--- src/rtl/wb_pkg.sv ---
// Shared widths and the queued load-result record for the register-file writeback stage.
package wb_pkg;

  localparam int unsigned XLEN               = 32;
  localparam int unsigned REG_ADDR_W         = 5;
  localparam int unsigned NUM_REGS           = 32;
  localparam int unsigned DEFAULT_FIFO_DEPTH = 4;

  typedef struct packed {
    logic [REG_ADDR_W-1:0] sel;
    logic [XLEN-1:0]       data;
  } wb_entry_t;

endpackage

--- src/rtl/wb_fifo.sv ---
// Generic circular FIFO with occupancy count; pointers wrap modulo DEPTH.
module wb_fifo #(
  parameter int unsigned WIDTH = 37,
  parameter int unsigned DEPTH = 4,
  parameter int unsigned CNT_W = $clog2(DEPTH + 1)
) (
  input  logic             clk_i,
  input  logic             rst_i,
  input  logic             push_i,
  input  logic             pop_i,
  input  logic [WIDTH-1:0] wdata_i,
  output logic [WIDTH-1:0] rdata_o,
  output logic [CNT_W-1:0] count_o,
  output logic             full_o,
  output logic             empty_o
);

  localparam int unsigned      PTR_W = (DEPTH > 1) ? $clog2(DEPTH) : 1;
  localparam logic [PTR_W-1:0] LAST  = PTR_W'(DEPTH - 1);
  localparam logic [CNT_W-1:0] FULL  = CNT_W'(DEPTH);

  logic [WIDTH-1:0] r_mem [DEPTH];
  logic [PTR_W-1:0] r_wptr;
  logic [PTR_W-1:0] r_rptr;
  logic [CNT_W-1:0] r_count;
  logic             w_push;
  logic             w_pop;

  assign full_o  = (r_count == FULL);
  assign empty_o = (r_count == '0);
  assign count_o = r_count;
  assign rdata_o = r_mem[r_rptr];

  // A push into a full queue is legal when the head leaves on the same edge.
  assign w_push = push_i && (!full_o || pop_i);
  assign w_pop  = pop_i && !empty_o;

  always_ff @(posedge clk_i or negedge rst_i) begin
    if (!rst_i) begin
      r_wptr  <= '0;
      r_rptr  <= '0;
      r_count <= '0;
    end else begin
      if (w_push) r_wptr <= (r_wptr == LAST) ? '0 : r_wptr + 1'b1;
      if (w_pop)  r_rptr <= (r_rptr == LAST) ? '0 : r_rptr + 1'b1;
      case ({w_push, w_pop})
        2'b10:   r_count <= r_count + 1'b1;
        2'b01:   r_count <= r_count - 1'b1;
        default: r_count <= r_count;
      endcase
    end
  end

  always_ff @(posedge clk_i) begin
    if (w_push) r_mem[r_wptr] <= wdata_i;
  end

endmodule

--- src/rtl/regfile_writeback.sv ---
// Writeback arbiter: ALU results beat queued load results to the single register-file write
// port; also keeps the pending-register scoreboard and a one-entry forwarding tap.
module regfile_writeback
  import wb_pkg::*;
#(
  parameter int unsigned FIFO_DEPTH = DEFAULT_FIFO_DEPTH
) (
  input  logic                  clk_i,
  input  logic                  rst_i,
  input  logic                  alu_valid_i,
  input  logic [REG_ADDR_W-1:0] alu_sel_i,
  input  logic [XLEN-1:0]       alu_data_i,
  input  logic                  lsu_valid_i,
  input  logic [REG_ADDR_W-1:0] lsu_sel_i,
  input  logic [XLEN-1:0]       lsu_data_i,
  output logic                  lsu_ready_o,
  input  logic                  reserve_i,
  input  logic [REG_ADDR_W-1:0] reserveSel_i,
  output logic [REG_ADDR_W-1:0] selRd_o,
  output logic [XLEN-1:0]       rd_o,
  output logic [NUM_REGS-1:0]   busy_o,
  input  logic [REG_ADDR_W-1:0] fwdSel_i,
  output logic                  fwdHit_o,
  output logic [XLEN-1:0]       fwdData_o,
  output logic [2:0]            fifoCount_o
);

  localparam int unsigned CNT_W = $clog2(FIFO_DEPTH + 1);

  wb_entry_t             w_head;
  wb_entry_t             w_push_entry;
  logic                  w_alu_win;
  logic                  w_push;
  logic                  w_pop;
  logic                  w_empty;
  logic                  w_full;
  logic [CNT_W-1:0]      w_count;
  logic [REG_ADDR_W-1:0] w_sel_d;
  logic [XLEN-1:0]       w_rd_d;
  logic [NUM_REGS-1:0]   w_busy_d;
  logic [REG_ADDR_W-1:0] r_sel;
  logic [XLEN-1:0]       r_rd;
  logic [NUM_REGS-1:0]   r_busy;

  assign lsu_ready_o  = !w_full;
  // Loads to x0 complete the handshake but never occupy a slot.
  assign w_push       = lsu_valid_i && lsu_ready_o && (lsu_sel_i != '0);
  assign w_alu_win    = alu_valid_i && (alu_sel_i != '0);
  assign w_pop        = !w_alu_win && !w_empty;
  assign w_push_entry = '{sel: lsu_sel_i, data: lsu_data_i};

  wb_fifo #(
    .WIDTH($bits(wb_entry_t)),
    .DEPTH(FIFO_DEPTH)
  ) u_fifo (
    .clk_i  (clk_i),
    .rst_i  (rst_i),
    .push_i (w_push),
    .pop_i  (w_pop),
    .wdata_i(w_push_entry),
    .rdata_o(w_head),
    .count_o(w_count),
    .full_o (w_full),
    .empty_o(w_empty)
  );

  always_comb begin
    w_sel_d = '0;
    w_rd_d  = r_rd;
    if (w_alu_win) begin
      w_sel_d = alu_sel_i;
      w_rd_d  = alu_data_i;
    end else if (w_pop) begin
      w_sel_d = w_head.sel;
      w_rd_d  = w_head.data;
    end
  end

  // Clear follows the driven write; a same-edge reservation of that register wins.
  always_comb begin
    w_busy_d        = r_busy;
    w_busy_d[r_sel] = 1'b0;
    if (reserve_i) w_busy_d[reserveSel_i] = 1'b1;
    w_busy_d[0]     = 1'b0;
  end

  always_ff @(posedge clk_i or negedge rst_i) begin
    if (!rst_i) begin
      r_sel  <= '0;
      r_rd   <= '0;
      r_busy <= '0;
    end else begin
      r_sel  <= w_sel_d;
      r_rd   <= w_rd_d;
      r_busy <= w_busy_d;
    end
  end

  assign selRd_o     = r_sel;
  assign rd_o        = r_rd;
  assign busy_o      = r_busy;
  assign fifoCount_o = 3'(w_count);
  assign fwdHit_o    = (fwdSel_i != '0) && (fwdSel_i == r_sel);
  assign fwdData_o   = fwdHit_o ? r_rd : '0;

endmodule

--- config.mk ---
export PLATFORM = sky130hd
export DESIGN_NAME = regfile_writeback
export DESIGN_NICKNAME = d
export VERILOG_FILES = /design/src/rtl/wb_pkg.sv /design/src/rtl/wb_fifo.sv /design/src/rtl/regfile_writeback.sv
export SDC_FILE = /design/constraint.sdc
export NUM_CORES = 1
export LEC_CHECK = 0
export ABC_CLOCK_PERIOD_IN_PS = 2600
export CAP_MARGIN = 20
export CORE_MARGIN = 1.5
export CORE_UTILIZATION = 47
export DETAILED_ROUTE_END_ITERATION = 12
export PLACE_DENSITY_LB_ADDON = 0.1
export SYNTH_ARGS = -nofsm -noshare
export SYNTH_HDL_FRONTEND = slang
export SYNTH_SLANG_ARGS = --single-unit
--- constraint.sdc ---
create_clock -name clk_i -period 2.6 [get_ports clk_i]
set_input_delay 0.78 -clock clk_i [delete_from_list [all_inputs] [get_ports clk_i]]
set_output_delay 0.78 -clock clk_i [all_outputs]
set_load 0.005 [all_outputs]
# Word-level counts from Yosys, hierarchy flattened
# Memory sizes are Yosys's and may differ from the RTL's.
# Index checks and enable logic that the tools add are counted.
[word_totals] reg_bits=75 latch_bits=0 ramBits=148 romBits=0 out_inout_bits=106 wordCells=58 memories=1
[mem_list] name="u_fifo.r_mem" words=4 word_bits=37 rd=1 rd_clocked_by_memory_dff=0 wr=1 line_no="wb_fifo.sv:22" source="logic [WIDTH-1:0] r_mem [DEPTH];"
[op_classes] add_sub_neg=4 n_mul=0 div_mod_pow=0 magnitude_cmp=4 eq_ne=6 shift=0 muxes=15 bitwise_logic=3 reduce_logical=19
[ops] operator="two-way mux 32 bit" count=4
[ops] operator="bitwise AND 32 bit" count=1
[ops] operator="inverter 32 bit" count=1
[ops] operator="bitwise OR 32 bit" count=1
[ops] operator="nonzero test 5 bit" count=3
[ops] operator="< comparator 5 x 6 -> 1 bit (second input constant)" count=2
[ops] operator="demux 1 bit (select 5 bit)" count=2
[ops] operator="greater-or-equal comparator 5 x 1 -> 1 bit (second input constant)" count=2
[ops] operator="two-way mux 5 bit" count=2
[ops] operator="logical AND 1 bit" count=9
[ops] operator="equality test 2 bit (second input constant)" count=3
[ops] operator="one-hot mux 3 bit (2 select lines)" count=1
[ops] operator="equality test 5 bit" count=1
[ops] operator="adder 2 x 1 -> 2 bit (second input constant)" count=2
[ops] operator="two-way mux 1 bit" count=4
[ops] operator="two-way mux 2 bit" count=2
[ops] operator="nonzero test 2 bit" count=2
[ops] operator="adder 3 x 1 -> 3 bit (second input constant)" count=1
[ops] operator="equality test 3 bit (second input constant)" count=1
[ops] operator="zero test 1 bit" count=3
[ops] operator="zero test 3 bit" count=1
[ops] operator="subtractor 3 x 1 -> 3 bit (second input constant)" count=1
[ops] operator="equality test 2 x 1 -> 1 bit (second input constant)" count=1
[ops] operator="logical OR 1 bit" count=1

# Depth between registers and ports, before layout
# Gate-level depths: netlist of the first run.
[logic_depth] word_depth=8 ltp_mapped=10

# Hierarchy
# A second synthesis of the first run with hierarchy kept.
[unflattened] hier_cells=527 hier_area_um2=9201.3
[by_module_without_submodules] mod="wb_fifo" instances=1 cells_per_inst=234 area_per_inst_um2=5786.8 seq_area_each_um2=4619.4
[by_module_without_submodules] mod="regfile_writeback" instances=1 cells_per_inst=293 area_per_inst_um2=3414.5 seq_area_each_um2=1701.6

# Worst setup path after synthesis of the first run
# Ideal clock, no wire load.
[synth_path] path_type="in2reg" from="in alu_sel_i[1]" to="reg u_fifo.r_count[2] (netlist: u_fifo.count_o[2])" arrival_time_ns=2.698 required_time_ns=2.521 slack_ns=-0.177 stages=10 path_cell_list="or4_1 > o21ai_2 > and2_1 > buf_4 > ha_1 > inv_1 > fa_1 > xor2_1 > nor2_1 > xor2_1"
[synth_via] word_cells_on_any_way=11 classes_between="eq/ne (2); mux (1); reduce/logical (8)"
[synth_lines] element="start, declared" line_no="regfile_writeback.sv:11" source="input logic [REG_ADDR_W-1:0] alu_sel_i,"
[synth_lines] element="nonzero test 5 bit (*)" line_no="regfile_writeback.sv:48" source="assign w_alu_win = alu_valid_i && (alu_sel_i != '0);"
[synth_lines] element="logical AND 1 bit (*)" line_no="regfile_writeback.sv:48"
[synth_lines] element="zero test 1 bit (*)" line_no="regfile_writeback.sv:49" source="assign w_pop = !w_alu_win && !w_empty;"
[synth_lines] element="logical AND 1 bit (*)" line_no="regfile_writeback.sv:49"
[synth_lines] element="logical AND 1 bit (*)" line_no="wb_fifo.sv:36" source="assign w_pop = pop_i && !empty_o;"
[synth_lines] element="named net u_fifo.w_pop" line_no="wb_fifo.sv:27" source="logic w_pop;"
[synth_lines] element="equality test 2 x 1 -> 1 bit / equality test 2 bit (equally long branches)" line_no="wb_fifo.sv:46" source="case ({w_push, w_pop})"
[synth_lines] element="one-hot mux 3 bit (2 select lines) / nonzero test 2 bit (equally long branches)"
[synth_lines] element="end signal, assigned" line_no="wb_fifo.sv:47" source="2'b10: r_count <= r_count + 1'b1;"
[synth_lines] element="end signal, assigned" line_no="wb_fifo.sv:48" source="2'b01: r_count <= r_count - 1'b1;"
[synth_lines] element="end signal, assigned" line_no="wb_fifo.sv:49" source="default: r_count <= r_count;"
[synth_lines] element="end, declared" line_no="wb_fifo.sv:25" source="logic [CNT_W-1:0] r_count;"
# The timed path passes the listed nets; every way through them passes the cells marked *.
# A chain may end at the register's enable or synchronous reset.

# Worst setup path after layout of the first run
[layout_path] from="in fwdSel_i[1]" to="out fwdData_o[10]"
[layout_via] elab_chain_cells=3 word_cells_on_any_way=4 classes_between="eq/ne (1); mux (1); reduce/logical (2)"
[layout_rtl] element="start, declared" line_no="regfile_writeback.sv:22" source="input logic [REG_ADDR_W-1:0] fwdSel_i,"
[layout_rtl] element="equality test 5 bit / nonzero test 5 bit (equally long branches)" line_no="regfile_writeback.sv:103" source="assign fwdHit_o = (fwdSel_i != '0) && (fwdSel_i == r_sel);"
[layout_rtl] element="logical AND 1 bit (*)" line_no="regfile_writeback.sv:103"
[layout_rtl] element="two-way mux 32 bit (*)" line_no="regfile_writeback.sv:104" source="assign fwdData_o = fwdHit_o ? r_rd : '0;"
[layout_rtl] element="end, declared" line_no="regfile_writeback.sv:24" source="output logic [XLEN-1:0] fwdData_o,"
# Every way passes the cells marked *; elsewhere a longest branch is shown, timed or not.

==> impl_summary.log, run 1 <==
INFO  metric yosys_register_bits = 223
INFO  metric stdcell_count = 1083
INFO  metric power_switching_share = 29.04%
INFO  metric insertion_delay = 0.50 ns
INFO  metric netlist_area_before_placement = 8951 um2
INFO  metric avgSynthCellArea = between 10 and 15 um2
INFO  metric final_layout_size_suffix_gt1_share = 24.38%
INFO  metric ports = roughly 200
INFO  metric power_frac_comb = 32.8%
INFO  metric yosys_most_used_dff = sky130_fd_sc_hd__edfxtp_1
INFO  metric clkSlewWorstSetupHoldPaths = 0.06 ns
INFO  metric timing.max_slew.rel_slack = a little over half
INFO  metric avgRoutedWirePerCell = 19.97 um
INFO  metric setup_slack = -0.2670 ns
INFO  metric power.ir.vdd_worst = 0.5314 mV
INFO  metric syn-instance-count = ~600
INFO  metric finish.net_count = 929
INFO  metric grt_util_all_layers = 21.81%
INFO  metric tightest_slew = roughly 0.72 ns
INFO  metric drt_drc_violations_left = 0
INFO  metric detailroute.via_count = 5982
INFO  metric timing.hold.worst.class = in2async
INFO  metric globalRoute.totalOverflow = 0
INFO  metric grt_start_max_net_pins = around 70
INFO  metric path_max_fanout = 6
INFO  metric grt_setup_unrepaired = true
INFO  metric postRouteAntennaNets = 0
INFO  metric switchingPower = 3.827 mW
INFO  metric nFillCells = 1331
INFO  metric detail_route.vias_per_cell = 5.524
INFO  metric die_y = 141.0 um
INFO  metric syn_nets = 693
INFO  metric post-route-period-util = 110.3%
INFO  metric synthesis.yosys.warnings = 0
INFO  metric internal_power = 9.352 mW
INFO  metric placed_cells_incl_taps = 1034
INFO  metric global_route_wire_length_before_repair = 33580 um
INFO  metric setup_viol = 33
INFO  metric cts-htree-levels = 1
INFO  metric placementRows = 50
INFO  metric synthArstFlopShare = 33.63%
INFO  metric area_growth = 40.55%
INFO  metric pwr-share-clk = 25.9%
INFO  metric place_congestion = around 0.8
INFO  metric violated_checks = negative setup slack
INFO  metric floorplan.core_area = approximately 19000 um2
INFO  metric max_freq = 348.8 MHz
INFO  metric slew_viol_final = 0
INFO  metric result_of_the_run = finished with violations
INFO  metric synth.distinct_cells = 35
INFO  metric grt_pass1_vias = roughly 6300
INFO  metric drtIter0Drc = 381
INFO  metric power.sequential.fraction = 41.3%
INFO  metric cts_tree = built
INFO  metric setup_total_negative_slack = -5.670 ns
INFO  metric clock_path_buffers = 3
INFO  metric critPathRequiredTime = 1.82 ns
INFO  metric power_per_cell_area = 1048 nW/um2
INFO  metric report.power.total = 13.18 mW
INFO  metric timing.max_cap.violations = 0
INFO  metric clockRootBuffer = sky130_fd_sc_hd__clkbuf_16
INFO  metric floorplan.initialDensity = 47.85%
INFO  metric die_width = 141.0 um
INFO  metric timing.setup.critical_path_class = in2out
INFO  metric antenna_diode_count = 0
INFO  metric place.detailed.hpwl = ~14000 um
INFO  metric critPathLaunchType = primary input
INFO  metric cts_inserted_buffers = 23
INFO  metric yosysSeqAreaShare = 70.62%
INFO  metric synth-edff-count = 148
INFO  metric crit_path_end_kind = output port
INFO  metric fin_worst_skew = 0.01221 ns
INFO  metric post-route-min-period = around 2.9 ns
INFO  metric finalWirelength = 21630 um
INFO  metric hold-worst-slack = about 0.27 ns
INFO  metric numClockSinks = roughly 220
INFO  metric grt_antenna_before_repair = 0
INFO  metric detailedRoute.firstPassIterationCount = 5
INFO  metric total_leakage_power = 4.740 nW
INFO  metric design.die.area = 19880 um2
INFO  metric port_buffers = 193
INFO  metric timing.final.hold_violations = 0
INFO  metric arrival = 2.09 ns
## layout by cell type, fill, tap and decap left out, drive strengths merged, types with 2 or more instances in the layout
cell type and n:
a31oi 32, ha 6, dlygate4sd2 2, nor2 40
mux2 4, nand2 76, clkbuf 28, nand3b 8
or4 2, o21ai 63, a22o 2, xnor2 5
dfrtp 75, bufinv 4, or3 3, nand3 7
xor2 2, and2 37, mux4 37, clkinv 9
clkdlybuf4s50 148, nand2b 2, inv 6, edfxtp 148
buf 85, dlymetal6s2s 5, or3b 3
## logic make-up (layout without fill, tap and decap cells)
family                   after synthesis  after routing  share of synthesized area (%)
flip-flops                           223            223                          70.62
other                                  1              1                        0.04189
AND/OR/NAND/NOR                      181            181                          9.519
adder cells (fa/ha/maj)                7              7                          1.062
multiplexers                          42             42                          9.924
AO/OA/AOI/OAI                        100            100                          6.262
XOR/XNOR                               7              7                         0.6849
buffers and inverters                 36            288                          1.887
## state kept, by name, indices dropped and copies added (netlist names)
register and count:
u_fifo.r_mem 148, rd_o 32, busy_o 31, selRd_o 5, u_fifo.count_o 3, u_fifo.r_rptr 2
u_fifo.r_wptr 2
## metrics by stage
step           util (%)  instance area [um2]  worst slack [ns]
3_5_place_dp      61.53                11510           -0.8975
4_1_cts           66.59                12460           -0.2681
5_1_grt           67.26                12580           -0.3610
6_report          67.26                12580           -0.2670
3_3_place_gp      61.53                11510           -0.8703
2_1_floorplan         -                 8984           -0.1112
## synth_stat cells (6+ instances only)
cell type,n,area share [%]
sky130_fd_sc_hd__edfxtp_1,148,50
sky130_fd_sc_hd__buf_2,12,0.67
sky130_fd_sc_hd__nor2_1,40,1.7
sky130_fd_sc_hd__a31oi_1,32,2.2
sky130_fd_sc_hd__clkbuf_1,12,0.50
sky130_fd_sc_hd__nand2_1,76,3.2
sky130_fd_sc_hd__dfrtp_1,75,21
sky130_fd_sc_hd__o21ai_0,62,3.5
sky130_fd_sc_hd__nand3_1,7,0.39
sky130_fd_sc_hd__and2_1,37,2.6
sky130_fd_sc_hd__inv_1,6,0.25
sky130_fd_sc_hd__mux4_2,37,9.3
sky130_fd_sc_hd__nand3b_1,8,0.67
sky130_fd_sc_hd__ha_1,6,0.84
## final cells by class
class	count	area [um2]	area share [%]
sequential	223	6324	50.26
clock inverter	14	175.2	1.392
multi-input combinational	338	2600	20.67
inverter	6	22.52	0.1790
timing repair buffer	241	2546	20.24
clock buffer	27	620.6	4.933
tap	234	292.8	2.327
## metal layers
metal  wire length [um]  track usage [%]
met5                  0                0
met4                420            6.031
met2              10670            37.18
met1               9127            29.03
met3               1408            3.974
## path summary, 6_finish.rpt
kind                                         startpoint                   end  slack [ns]  cells past startpoint
min reg2reg                        busy_o[27]$_DFF_PN0_  busy_o[27]$_DFF_PN0_        0.52                      2
min in group clk_i                 busy_o[27]$_DFF_PN0_  busy_o[27]$_DFF_PN0_        0.52                      2
max in group asynchronous                         rst_i  rd_o[13]$_DFFE_PN0P_        1.73                      2
min                                               rst_i  busy_o[27]$_DFF_PN0_        0.27                      1
max reg2reg                u_fifo.r_rptr[0]$_DFFE_PN0P_  rd_o[10]$_DFFE_PN0P_        0.66                      4
max                                         fwdSel_i[1]         fwdData_o[10]       -0.27                      9
## critical path, cell delays in order
cell	delay (ns)
sky130_fd_sc_hd__dlygate4sd2_1	0.25
sky130_fd_sc_hd__nor2_2	0.13
sky130_fd_sc_hd__o41ai_4	0.11
sky130_fd_sc_hd__a21oi_4	0.21
sky130_fd_sc_hd__buf_12	0.16
sky130_fd_sc_hd__buf_8	0.12
sky130_fd_sc_hd__buf_4	0.10
sky130_fd_sc_hd__and2_4	0.13
sky130_fd_sc_hd__buf_6	0.08
## what timing repair did
item,4_1_cts,5_1_grt
endpoints found under the setup margin,34,34
pin swaps,12,12
resized for setup,169,55
hold buffers,0,0
buffers inserted,6,0
gates cloned,3,1
## power groups by stage
stage / sequential (mW) / combinational (mW) / clock [mW]
after detailed placement: 5.50 / 4.24 / 0
final: 5.44 / 4.32 / 3.42
after global routing: 5.56 / 4.69 / 3.61
after CTS: 5.44 / 4.33 / 3.48
after global placement: 5.44 / 4.16 / 0
after floorplan: 5.29 / 2.14 / 0
Note: power is estimated with default switching activity, not from simulation.
==> run 2, diff against run 1 <==
--- a/config.mk
+++ b/config.mk
@@ -10,6 +10,8 @@
 export CORE_MARGIN = 1.5
 export CORE_UTILIZATION = 47
 export DETAILED_ROUTE_END_ITERATION = 12
+export GPL_TIMING_DRIVEN = 1
+export MAX_ROUTING_LAYER = met4
 export PLACE_DENSITY_LB_ADDON = 0.1
 export SYNTH_ARGS = -nofsm -noshare
 export SYNTH_HDL_FRONTEND = slang
==> impl_summary.log, run 2 (synthesis results as in run 1) <==
INFO  metric grt_util_all_layers = 22.49% (+0.68 points)
INFO  metric power_per_cell_area = 1047 nW/um2 (about the same)
INFO  metric design.die.area = 19880 um2 (unchanged)
INFO  metric area_growth = 40.55% (unchanged)
INFO  metric timing.hold.worst.class = in2async
INFO  metric drtIter0Drc = 382 (+0.26%)
INFO  metric report.power.total = 13.17 mW (about the same)
INFO  metric cts_inserted_buffers = 23 (unchanged)
INFO  metric finalWirelength = 21580 um (-0.23%)
INFO  metric numClockSinks = 223 (unchanged)
INFO  metric critical-path-top-delay-family = buffers and inverters
INFO  metric globalRoute.totalOverflow = 0 (unchanged)
INFO  metric timing.max_slew.rel_slack = 52.26% (+0.18 points)
INFO  metric floorplan.core_area = 18710 um2 (unchanged)
INFO  metric port_buffers = 193 (unchanged)
INFO  metric critical_path.n_buffers_inverters = 5 (unchanged)
INFO  metric mostFrequentLayoutCells = sky130_fd_sc_hd__clkdlybuf4s50_1 (148), sky130_fd_sc_hd__edfxtp_1 (148), sky130_fd_sc_hd__nand2_1 (76)
INFO  metric clkSlewWorstSetupHoldPaths = 0.06 ns (about the same)
INFO  metric arrival = 2.09 ns (about the same)
INFO  metric place_worst_setup_slack = -0.8975 ns (unchanged)
INFO  metric critical_path.cell_chain = dlygate4sd2_1, nor2_2, o41ai_4, a21oi_4, buf_12, buf_8, buf_4, and2_4, buf_6
INFO  metric global_route_wire_length_before_repair = 33580 um (unchanged)
INFO  metric post-route-period-util = 110.3% (about the same)
INFO  metric antenna_diode_count = 0 (unchanged)
INFO  metric place_congestion = 0.8161 (+1.4%)
INFO  metric grt_setup_unrepaired = true
INFO  metric insertion_delay = 0.50 ns (about the same)
INFO  metric placementRows = 50 (unchanged)
INFO  metric largest_reg_flops = 148 (unchanged)
INFO  metric result_of_the_run = finished with violations
INFO  metric post-route-min-period = 2.869 ns (+0.001759 ns)
INFO  metric cts_tree = built
INFO  metric detailroute.via_count = 5981 (-0.017%)
INFO  metric place.detailed.hpwl = 13940 um (unchanged)
INFO  metric detailedRoute.firstPassIterationCount = 7 (+2)
INFO  metric die_width = 141.0 um (unchanged)
INFO  metric crit_slowest_cell = sky130_fd_sc_hd__dlygate4sd2_1
INFO  metric placed_cells_incl_taps = 1034 (unchanged)
INFO  metric clockRootBuffer = sky130_fd_sc_hd__clkbuf_16
INFO  metric crit_path_max_incr_delay = 0.25 ns (about the same)
INFO  metric drt_drc_violations_left = 0 (unchanged)
INFO  metric hold-worst-slack = 0.2696 ns (-0.0003970 ns)
INFO  metric tightest_slew = 0.7160 ns (-0.002757 ns)
INFO  metric cts-htree-levels = 1 (unchanged)
INFO  metric crit_path_end_kind = output port
INFO  metric fin_worst_skew = 0.009595 ns (-0.002617 ns)
INFO  metric clock_path_buffers = 3 (unchanged)
INFO  metric postRouteAntennaNets = 0 (unchanged)
INFO  metric slew_viol_final = 0 (unchanged)
INFO  metric floorplan.initialDensity = 47.85% (unchanged)
INFO  metric avgRoutedWirePerCell = 19.93 um (-0.23%)
INFO  metric max_freq = 348.6 MHz (about the same)
INFO  metric timing.final.hold_violations = 0 (unchanged)
INFO  metric setup_viol = 33 (unchanged)
INFO  metric detail_route.vias_per_cell = 5.523 (about the same)
INFO  metric grt_start_max_net_pins = 68 (unchanged)
INFO  metric grt_antenna_before_repair = 0 (unchanged)
INFO  metric violated_checks = negative setup slack
INFO  metric critPathLaunchType = primary input
INFO  metric final_layout_size_suffix_gt1_share = 24.38% (unchanged)
INFO  metric setup_slack = -0.2687 ns (-0.001759 ns)
INFO  metric power.ir.vdd_worst = 0.5369 mV (+1.0%)
INFO  metric stdcell_count = 1083 (unchanged)
INFO  metric most_flop_heavy_register = u_fifo.r_mem
INFO  metric grt_pass1_vias = 6347 (+0.032%)
INFO  metric path_max_fanout = 6 (unchanged)
INFO  metric critPathRequiredTime = 1.82 ns (about the same)
INFO  metric die_y = 141.0 um (unchanged)
INFO  metric cts.hold.buffers_added = 0 (unchanged)
INFO  metric timing.setup.critical_path_class = in2out
INFO  metric timing.max_cap.violations = 0 (unchanged)
INFO  metric ports = 195 (unchanged)
INFO  metric total_leakage_power = 4.740 nW (unchanged)
INFO  metric finish.net_count = 929 (unchanged)
==> run 2: cell counts in the layout (fill, tap and decap cells not counted) <==
No cell type changed its count.
==> run 2: final cells by class <==
class,count,area [um2]
inverter,6,22.52
timing repair buffer,241,2546
tap,234,292.8
clock buffer,27,620.6
sequential,223,6324
fill,1331,6125
multi-input combinational,338,2600
clock inverter,14,175.2
==> run 2: repair_timing <==
item                                    4_1_cts  5_1_grt
gates resized for setup                     169       55
endpoints found under the setup margin       34       34
cloned                                        3        1
endpoints found under the hold margin         0        0
pin swaps                                    12       12
buffers inserted                              6        0
==> run 2: worst paths after layout <==
kind / from / endpoint / slack, ns / depth (start not counted)
min reg2reg: busy_o[5]$_DFF_PN0_ / busy_o[5]$_DFF_PN0_ / 0.52 / 2
max reg2reg: u_fifo.r_rptr[0]$_DFFE_PN0P_ / rd_o[10]$_DFFE_PN0P_ / 0.66 / 4
max: fwdSel_i[1] / fwdData_o[10] / -0.27 / 9
min in group clk_i: busy_o[5]$_DFF_PN0_ / busy_o[5]$_DFF_PN0_ / 0.52 / 2
min: rst_i / busy_o[27]$_DFF_PN0_ / 0.27 / 1
max in group asynchronous: rst_i / rd_o[13]$_DFFE_PN0P_ / 1.73 / 2
==> run 2: power breakdown <==
part | switching, mW | internal [mW] | total, mW | leakage [nW]
registers | 0.626 | 4.81 | 5.44 | 2.22
logic | 1.88 | 2.44 | 4.32 | 2.13
clock network | 1.32 | 2.10 | 3.42 | 0.389
total | 3.82 | 9.35 | 13.2 | 4.74
==> run 2: through the flow <==
stage          area, um2  utilization, %  setup TNS [ns]
6_report           12580           67.26          -5.694
3_3_place_gp       11510           61.53          -66.76
5_1_grt            12580           67.26          -8.747
3_5_place_dp       11510           61.53          -69.02
2_1_floorplan       8984               -         -0.1112
4_1_cts            12460           66.59          -7.316
==> run 2: metal layers <==
layer	GRT usage (%)	part of all wire, %	wire length (um)
met5	-	0	0
met4	6.031	2.2	474
met3	3.635	6.3	1367
met2	37.23	49	10600
met1	29.22	42	9143
